<file path="src/rtl/fp_add_seq.sv">
// rtl/fp_add_seq.sv - multi-cycle minifloat adder sequencer, one shift per cycle
module fp_add_seq #(
  parameter int EXP_W = 3,
  parameter int MAN_W = 4
) (
  input  logic                   clk,
  input  logic                   rst_n,
  input  logic                   in_valid,
  output logic                   in_ready,
  input  logic [EXP_W+MAN_W:0]   op_a,
  input  logic [EXP_W+MAN_W:0]   op_b,
  output logic                   out_valid,
  input  logic                   out_ready,
  output logic [EXP_W+MAN_W:0]   result,
  output logic                   busy
);

  localparam int W  = 1 + EXP_W + MAN_W;  // packed operand width
  localparam int SW = MAN_W + 1;          // significand with hidden bit
  localparam int UW = MAN_W + 2;          // sum with carry bit

  typedef enum logic [2:0] {
    S_IDLE,
    S_EXP,
    S_ALIGN,
    S_ADD,
    S_NORM,
    S_DONE
  } state_t;

  state_t            state, state_nxt;
  logic [W-1:0]      a_r, a_nxt, b_r, b_nxt;
  logic              sign_r, sign_nxt;
  logic              sub_r, sub_nxt;
  logic [EXP_W-1:0]  exp_r, exp_nxt;
  logic [EXP_W-1:0]  cnt_r, cnt_nxt;
  logic [SW-1:0]     big_r, big_nxt;
  logic [SW-1:0]     small_r, small_nxt;
  logic [UW-1:0]     sum_r, sum_nxt;
  logic [W-1:0]      res_r, res_nxt;

  // Operand field views of the captured operands
  logic              sa, sb;
  logic [EXP_W-1:0]  ea, eb;
  logic [MAN_W-1:0]  fa, fb;
  assign sa = a_r[W-1];
  assign sb = b_r[W-1];
  assign ea = a_r[W-2:MAN_W];
  assign eb = b_r[W-2:MAN_W];
  assign fa = a_r[MAN_W-1:0];
  assign fb = b_r[MAN_W-1:0];

  // Working values for the combinational step logic
  logic [EXP_W:0]    diff;
  logic [EXP_W-1:0]  mag;
  logic              a_big;
  logic [UW-1:0]     sum_c;
  logic [UW-1:0]     shl;
  logic [EXP_W-1:0]  exp_dec;

  assign in_ready  = (state == S_IDLE);
  assign busy      = (state != S_IDLE);
  assign out_valid = (state == S_DONE);
  assign result    = res_r;

  // State register; reset aborts any operation in flight
  always_ff @(posedge clk or negedge rst_n) begin
    if (!rst_n) state <= S_IDLE;
    else        state <= state_nxt;
  end

  // Datapath registers follow the values chosen by the step logic
  always_ff @(posedge clk or negedge rst_n) begin
    if (!rst_n) begin
      a_r     <= '0;
      b_r     <= '0;
      sign_r  <= 1'b0;
      sub_r   <= 1'b0;
      exp_r   <= '0;
      cnt_r   <= '0;
      big_r   <= '0;
      small_r <= '0;
      sum_r   <= '0;
      res_r   <= '0;
    end else begin
      a_r     <= a_nxt;
      b_r     <= b_nxt;
      sign_r  <= sign_nxt;
      sub_r   <= sub_nxt;
      exp_r   <= exp_nxt;
      cnt_r   <= cnt_nxt;
      big_r   <= big_nxt;
      small_r <= small_nxt;
      sum_r   <= sum_nxt;
      res_r   <= res_nxt;
    end
  end

  // Next-state and datapath step for the current state
  always_comb begin
    state_nxt = state;
    a_nxt     = a_r;
    b_nxt     = b_r;
    sign_nxt  = sign_r;
    sub_nxt   = sub_r;
    exp_nxt   = exp_r;
    cnt_nxt   = cnt_r;
    big_nxt   = big_r;
    small_nxt = small_r;
    sum_nxt   = sum_r;
    res_nxt   = res_r;
    // Exponent difference as a - b with carry-in 1, one guard bit for sign
    diff      = {1'b0, ea} + ~{1'b0, eb} + {{EXP_W{1'b0}}, 1'b1};
    mag       = diff[EXP_W] ? (~diff[EXP_W-1:0] + 1'b1) : diff[EXP_W-1:0];
    a_big     = ({ea, fa} >= {eb, fb});
    sum_c     = sub_r ? ({1'b0, big_r} - {1'b0, small_r})
                      : ({1'b0, big_r} + {1'b0, small_r});
    shl       = sum_r << 1;
    exp_dec   = exp_r - 1'b1;

    case (state)
      S_IDLE: begin
        if (in_valid) begin
          a_nxt     = op_a;
          b_nxt     = op_b;
          state_nxt = S_EXP;
        end
      end

      S_EXP: begin
        if (ea == '0 || eb == '0) begin
          // A zero operand passes the other one through; two zeros give +0
          if (ea == '0 && eb == '0) res_nxt = '0;
          else if (ea == '0)        res_nxt = b_r;
          else                      res_nxt = a_r;
          state_nxt = S_DONE;
        end else begin
          sign_nxt  = a_big ? sa : sb;
          exp_nxt   = a_big ? ea : eb;
          big_nxt   = a_big ? {1'b1, fa} : {1'b1, fb};
          small_nxt = a_big ? {1'b1, fb} : {1'b1, fa};
          sub_nxt   = sa ^ sb;
          cnt_nxt   = mag;
          state_nxt = (mag != '0) ? S_ALIGN : S_ADD;
        end
      end

      S_ALIGN: begin
        // Truncating right shift; long shifts still spend the full count
        small_nxt = small_r >> 1;
        cnt_nxt   = cnt_r - 1'b1;
        if (cnt_r == {{(EXP_W-1){1'b0}}, 1'b1}) state_nxt = S_ADD;
      end

      S_ADD: begin
        sum_nxt = sum_c;
        if (sum_c == '0) begin
          res_nxt   = '0;
          state_nxt = S_DONE;
        end else if (sum_c[UW-1] || !sum_c[MAN_W]) begin
          state_nxt = S_NORM;
        end else begin
          res_nxt   = {sign_r, exp_r, sum_c[MAN_W-1:0]};
          state_nxt = S_DONE;
        end
      end

      S_NORM: begin
        if (sum_r[UW-1]) begin
          // Carry out: one right shift, saturating at the top exponent
          if (exp_r == {EXP_W{1'b1}})
            res_nxt = {sign_r, {EXP_W{1'b1}}, {MAN_W{1'b1}}};
          else
            res_nxt = {sign_r, exp_r + 1'b1, sum_r[MAN_W:1]};
          state_nxt = S_DONE;
        end else if (exp_dec == '0) begin
          // Underflow below the smallest exponent flushes to +0
          res_nxt   = '0;
          state_nxt = S_DONE;
        end else if (shl[MAN_W]) begin
          res_nxt   = {sign_r, exp_dec, shl[MAN_W-1:0]};
          state_nxt = S_DONE;
        end else begin
          sum_nxt = shl;
          exp_nxt = exp_dec;
        end
      end

      S_DONE: begin
        if (out_ready) state_nxt = S_IDLE;
      end

      default: state_nxt = S_IDLE;
    endcase
  end

endmodule

</file>
<file path="config.mk">
export PLATFORM = sky130hd
export DESIGN_NAME = fp_add_seq
export DESIGN_NICKNAME = d
export VERILOG_FILES = /design/src/rtl/fp_add_seq.sv
export SDC_FILE = /design/constraint.sdc
export NUM_CORES = 1
export LEC_CHECK = 0
export ABC_AREA = 1
export BUFFER_PORTS_ARGS = -buffer_cell sky130_fd_sc_hd__buf_4
export CAP_MARGIN = 20
export CORE_ASPECT_RATIO = 1.25
export CORE_UTILIZATION = 40
export CTS_CLUSTER_SIZE = 40
export DETAILED_ROUTE_END_ITERATION = 8
export HOLD_SLACK_MARGIN = 0.08
export PLACE_DENSITY = 0.64
export SLEW_MARGIN = 20
export SYNTH_ARGS = -nofsm -noshare
export SYNTH_HDL_FRONTEND = slang
export SYNTH_SLANG_ARGS = --single-unit
</file>
<file path="constraint.sdc">
create_clock -name clk -period 2.95 [get_ports clk]
set_input_delay 0.295 -clock clk [delete_from_list [all_inputs] [get_ports clk]]
set_output_delay 0.295 -clock clk [all_outputs]
set_load 0.01 [all_outputs]
</file>
Yosys cells after proc, flatten, opt, wreduce, memory -nomap -nowiden
Cells that the tools add are included.

Bits in registers: 51. Input port bits: 20. Output and inout bits: 11. Word-level logic and storage cells: 106.

Add/sub/neg operators: 8. Magnitude comparators: 1. Eq/ne operators: 17. Multiplexer cells: 40. Bitwise logic cells: 4. Reductions and logical operators: 23.

Operator list (number): 8-bit two-way mux (8); 3-bit two-way mux (14); 6-bit two-way mux (4); 8-bit case mux with 3 select lines (1); 3-bit case mux with 6 select lines (1); 2-bit != test (second input constant) (7); 3-bit logical NOT (4); 3-bit case mux with 2 select lines (2); 6-bit case mux with 2 select lines (1); 4-bit AND reduction (3); 5-bit case mux with 2 select lines (1); 3-bit equality test (second input constant) (3); 3-bit nonzero test (3); 4-bit two-way mux (2); 7-bit greater-or-equal comparator (1); 7-bit two-way mux (1); 3-bit by 1-bit adder with 3-bit output (second input constant) (2); 5-bit by 5-bit adder with 6-bit output (1); 3-bit by 1-bit equality test with 1-bit output (second input constant) (2); 3-bit by 2-bit equality test with 1-bit output (second input constant) (2); 6-bit logical NOT (1); 2-bit AND reduction (3); 2-bit nonzero test (3); 3-bit by 1-bit subtractor with 3-bit output (second input constant) (2); other kinds (17) (21).

Longest topological paths before layout
Depth in word-level cells: 10. Mapped depth: 20.

Least setup slack after synthesis
No wires, ideal clock.

Path type: register to register. Start point: reg small_r[0]. End point: reg res_r[4] (netlist: result[4]). Setup time: 117 ps. Arrival time: 2217 ps. Slack: 616 ps. Stages on the path, launching flop included: 19. Path buffers: 0. Cell sequence: dfrtp_1 -> inv_1 -> ha_1 -> inv_1 -> nor2_1 -> a21oi_1 -> xor2_1 -> inv_1 -> ha_1 -> a21oi_1 -> nand2_1 -> nor2_1 -> nand2_1 -> nand2_1 -> nand3_1 -> nand2_1 -> nand2_2 -> nand2_1 -> nand2_1.

Longest elaborated chain between the ends: 6.

Ends and longest elaborated chain: from (decl) (line 38) `logic [SW-1:0] small_r, small_nxt;`; from (signal assigned) (line 93) `small_r <= small_nxt;`; 5-bit by 5-bit adder with 6-bit output / 5-bit by 5-bit subtractor with 6-bit output (equally long branches) (line 117, 116); 6-bit two-way mux (*) (line 116) `sum_c = sub_r ? ({1'b0, big_r} - {1'b0, small_r})`; branches (longest 4 deep; another with 6-bit logical NOT); to (signal assigned) (line 95) `res_r <= res_nxt;`; to (decl) (line 40) `logic [W-1:0] res_r, res_nxt;`.

Every way passes the cells marked *. A chain may end at the register's enable or synchronous reset.

Worst setup path in the final report
Ends and elaborated chain as after synthesis.

==> key figures <==
Hold path
  • HP Start: op_a[5]
  • Hold Crit Class: input port to flip-flop
  • Hold Path Stages: 2
  • Hold endpoint: a_r[5]$_DFFE_PN0P_

Critical path
  • Critical path's most frequent cell: nand2_1
  • CP max FO: 8
  • Cell Chain, Critical Path: inv_1 -> ha_1 -> inv_1 -> nor2_1 -> a21oi_1 -> xor2_1 -> inv_1 -> ha_1 -> nand2_1 -> inv_1 -> nand2_1 -> nand2_1 -> nor2_1 -> nand2_1 -> nand2_1 -> nand3_4 -> a21oi_4 -> nand2_1 -> nand2_1
  • Number of buffers and inverters on the critical path: 4
  • Number of cells on the worst reg-to-reg path: 19
  • CP Data Required Time: 3.21 ns
  • Reg-to-reg endpoint: result[4]$_DFFE_PN0P_
  • Crit-path slowest cell: dfrtp_1
  • Crit-path max cell delay: 0.36 ns
  • Crit path max-delay family: simple AND/OR/NAND/NOR gates
  • Worst r2r src: small_r[0]$_DFFE_PN0P_
  • Crit path launch type: flip-flop
  • Worst Setup End Kind: flip-flop
  • CP Data Arrival Time: 2.90 ns
  • Slack of the worst reg-to-reg path: 0.31 ns
  • Crit path kind: flip-flop to flip-flop

Placement
  • Post-DP HPWL: 6.05 mm
  • # port buffers: 30
  • Routability cong.: 0.890
  • Cell Area, Placed: 3690 um2

Synth
  • Largest cells by area after synthesis: dfrtp_1 (38%), nand2_1 (11%), ha_1 (7.4%)
  • Post-synthesis simple-gate area fraction: 0.256
  • Sequential fraction of the synthesis area: 0.378
  • #FFs+latches synth: 51
  • Top-area cell type share of the netlist area: 0.378
  • Syn_area_per_cell: 7.59 um2
  • YS warnings: 0
  • Post-synth net total: 487
  • Post-Synth Adder-Cell Area: 0.0860
  • Post-synthesis mux area share: 0.00333
  • Post-Synth XOR/XNOR Area: 0.0156
  • Synth Instances: 445
  • Main combinational cell family by area after synthesis: simple AND/OR/NAND/NOR gates
  • Synth cell types: 39
  • Area of the mapped netlist: 3380 um2
  • Synth Area in Compound Gates: 0.175
  • Area leader, netlist: dfrtp_1

STA
  • Min Tclk post-route: 2.64 ns
  • Setup TNS: 0 ns
  • Final Max Slew Viols: 0
  • Rel. slew slack: 0.552
  • Clk_skew: 0.00439 ns
  • Slew at the pin closest to its max-slew limit: 0.672 ns
  • Tcrit/Tclk final: 0.895
  • Max Freq: 379 MHz
  • Final setup viols: 0
  • Final Hold Viols: 0
  • RSZ-0062 raised after global routing: no

Global routing
  • Vias in the first global route: 2840
  • Antenna violations before repair: 0
  • Global-route wire length before repair: 13.3 mm
  • Total grt overflow: 0
  • Largest net degree at the start of global routing: 52
  • Overall Global Routing Usage: 0.190

Floorplan
  • Row cnt: 37
  • Vert. Die Dim: 105 um
  • Initial Utilization: 0.412
  • Die area: 8820 um2
  • Core box area: 8190 um2
  • I/O pin count: 31
  • Die X: 84.2 um

Routing
  • Met1 WL: 3.40 mm
  • DR WL met2: 4.01 mm
  • Drt drc: 4
  • Via count: 3023
  • Total Wirelength: 7.84 mm
  • Wire per inst: 13.6 um
  • Max Used Layer: met4
  • DRT iter0 DRCs: 171
  • First-pass iteration count of the detailed router: 7
  • Routed met3 length: 283 um
  • Antenna-violating nets left: 0
  • Via density per instance: 5.26

Layout
  • Share of cells above drive strength 1: 0.140
  • N_diodes: 0
  • Most frequent cells in the layout: nand2_1 (101), inv_1 (59), dfrtp_1 (51)
  • Commonest non-fill, non-tap cell in the layout: nand2_1
  • Area Overhead vs Synth: 13.6%
  • Post-Layout Inst Area: 3840 um2
  • Final Net Count: 519

Run status
  • Status: complete, but fails checks
  • Failing checks: design-rule violations

Clock tree
  • Clock sinks: 51
  • Max clock buf depth: 2
  • Number of H-tree levels: 2
  • CTS tree: done
  • Clock root buffer: clkbuf_8
  • Post-CTS setup buffer count: 0
  • Worst-Skew Late Latency: 0.31 ns
  • CTS clock-pin slew for the worst setup and hold paths: 0.10 ns
  • Number of CTS-inserted buffers: 5

Flow run
  • Max-Cap Viols: 0
[routing by layer]
metal	vias to the layer above	GRT usage
li1	1527	-
met1	1417	0.224
met2	69	0.345
met3	10	0.0284
met4	0	0.0739
met5	-	0
[registers in the layout, summed over array words and instances, names as in the netlist]
signal and cells:
result 8, small_r 5, sign_r 1, exp_r 3, b_r 8, a_r 8
big_r 5, sub_r 1, sum_r 6, state 3, cnt_r 3
[synth_stat cells]
| cell | n |
|---|---|
| nor3_4 | 1 |
| nand2_4 | 3 |
| nand2_1 | 101 |
| a221oi_1 | 1 |
| inv_2 | 5 |
| buf_2 | 4 |
| o21bai_1 | 5 |
| xor2_1 | 5 |
| inv_4 | 1 |
| nor2_1 | 42 |
| clkbuf_1 | 2 |
| a22oi_1 | 1 |
| buf_4 | 1 |
| nand3_2 | 2 |
| nand2_2 | 2 |
| nor3_1 | 3 |
| a21o_1 | 1 |
| o32ai_1 | 1 |
| fa_1 | 2 |
| a31oi_1 | 3 |
| o22ai_1 | 6 |
| o21ai_0 | 33 |
| or2_2 | 3 |
| buf_6 | 1 |
| nor2_8 | 2 |
| a21oi_2 | 1 |
| nand4_1 | 6 |
| nor2_2 | 2 |
| mux2_2 | 1 |
| a21oi_4 | 1 |
| o211ai_1 | 5 |
| inv_1 | 59 |
| xnor2_1 | 1 |
| nor2_4 | 1 |
| o221ai_1 | 4 |
| a21oi_1 | 40 |
| dfrtp_1 | 51 |
| nand3_1 | 22 |
| ha_1 | 20 |
[cell families after synthesis]
kind of cell / Yosys count
XOR/XNOR: 6
multiplexers: 1
adder cells (fa/ha/maj): 22
AND/OR/NAND/NOR: 190
buffers and inverters: 73
flip-flops: 51
AO/OA/AOI/OAI: 102
[cell type report]
cell class | instances | area [um2]
inverters | 65 | 246
well taps | 97 | 121
clock buffers | 6 | 82.6
repair buffers | 33 | 250
clock inverters | 2 | 35.0
flip-flops and latches | 51 | 1280
multi-input cells | 321 | 1820
fillers | 815 | 4360
[worst reg2reg max path, delay by kind of cell (launching register included)]
family          cells  cell delay [ns]
fa+ha+maj           2             0.54
flops               1             0.36
compound gates      2             0.42
xor+xnor            1             0.17
buf+inv             4             0.24
simple gates       10             0.85
[stage by stage]
stage                      util  instances  setup WS, ns  hold slack [ns]
after floorplan               -        445         0.616        -0.000591
after global placement    0.451        566         0.349            0.385
after detailed placement  0.451        566         0.252            0.386
after CTS                 0.466        575         0.229            0.206
after global routing      0.468        575        0.0232            0.202
final                     0.468        575         0.311            0.209
[timing repair]
| action | CTS | global route |
|---|---|---|
| hold buffers | 1 | 0 |
| resized for setup | 0 | 3 |
| hold endpoints to repair | 51 | 0 |
| setup endpoints to repair | 0 | 8 |
[how the worst max path moves through the flow]
stage	to	slack (ns)	depth (start not counted)	from
finish	result[4]$_DFFE_PN0P_	0.31	19	small_r[0]$_DFFE_PN0P_
global route	result[1]$_DFFE_PN0P_	0.02	19	small_r[1]$_DFFE_PN0P_
CTS	result[0]$_DFFE_PN0P_	0.23	18	small_r[1]$_DFFE_PN0P_
detailed placement	result[0]$_DFFE_PN0P_	0.25	18	small_r[0]$_DFFE_PN0P_
global placement	result[5]$_DFFE_PN0P_	0.35	18	small_r[0]$_DFFE_PN0P_
floorplan	result[4]$_DFFE_PN0P_	0.62	18	small_r[0]$_DFFE_PN0P_
Power is not shown: default switching activity piles up to over one toggle a cycle in this logic, so the estimate is an artifact.
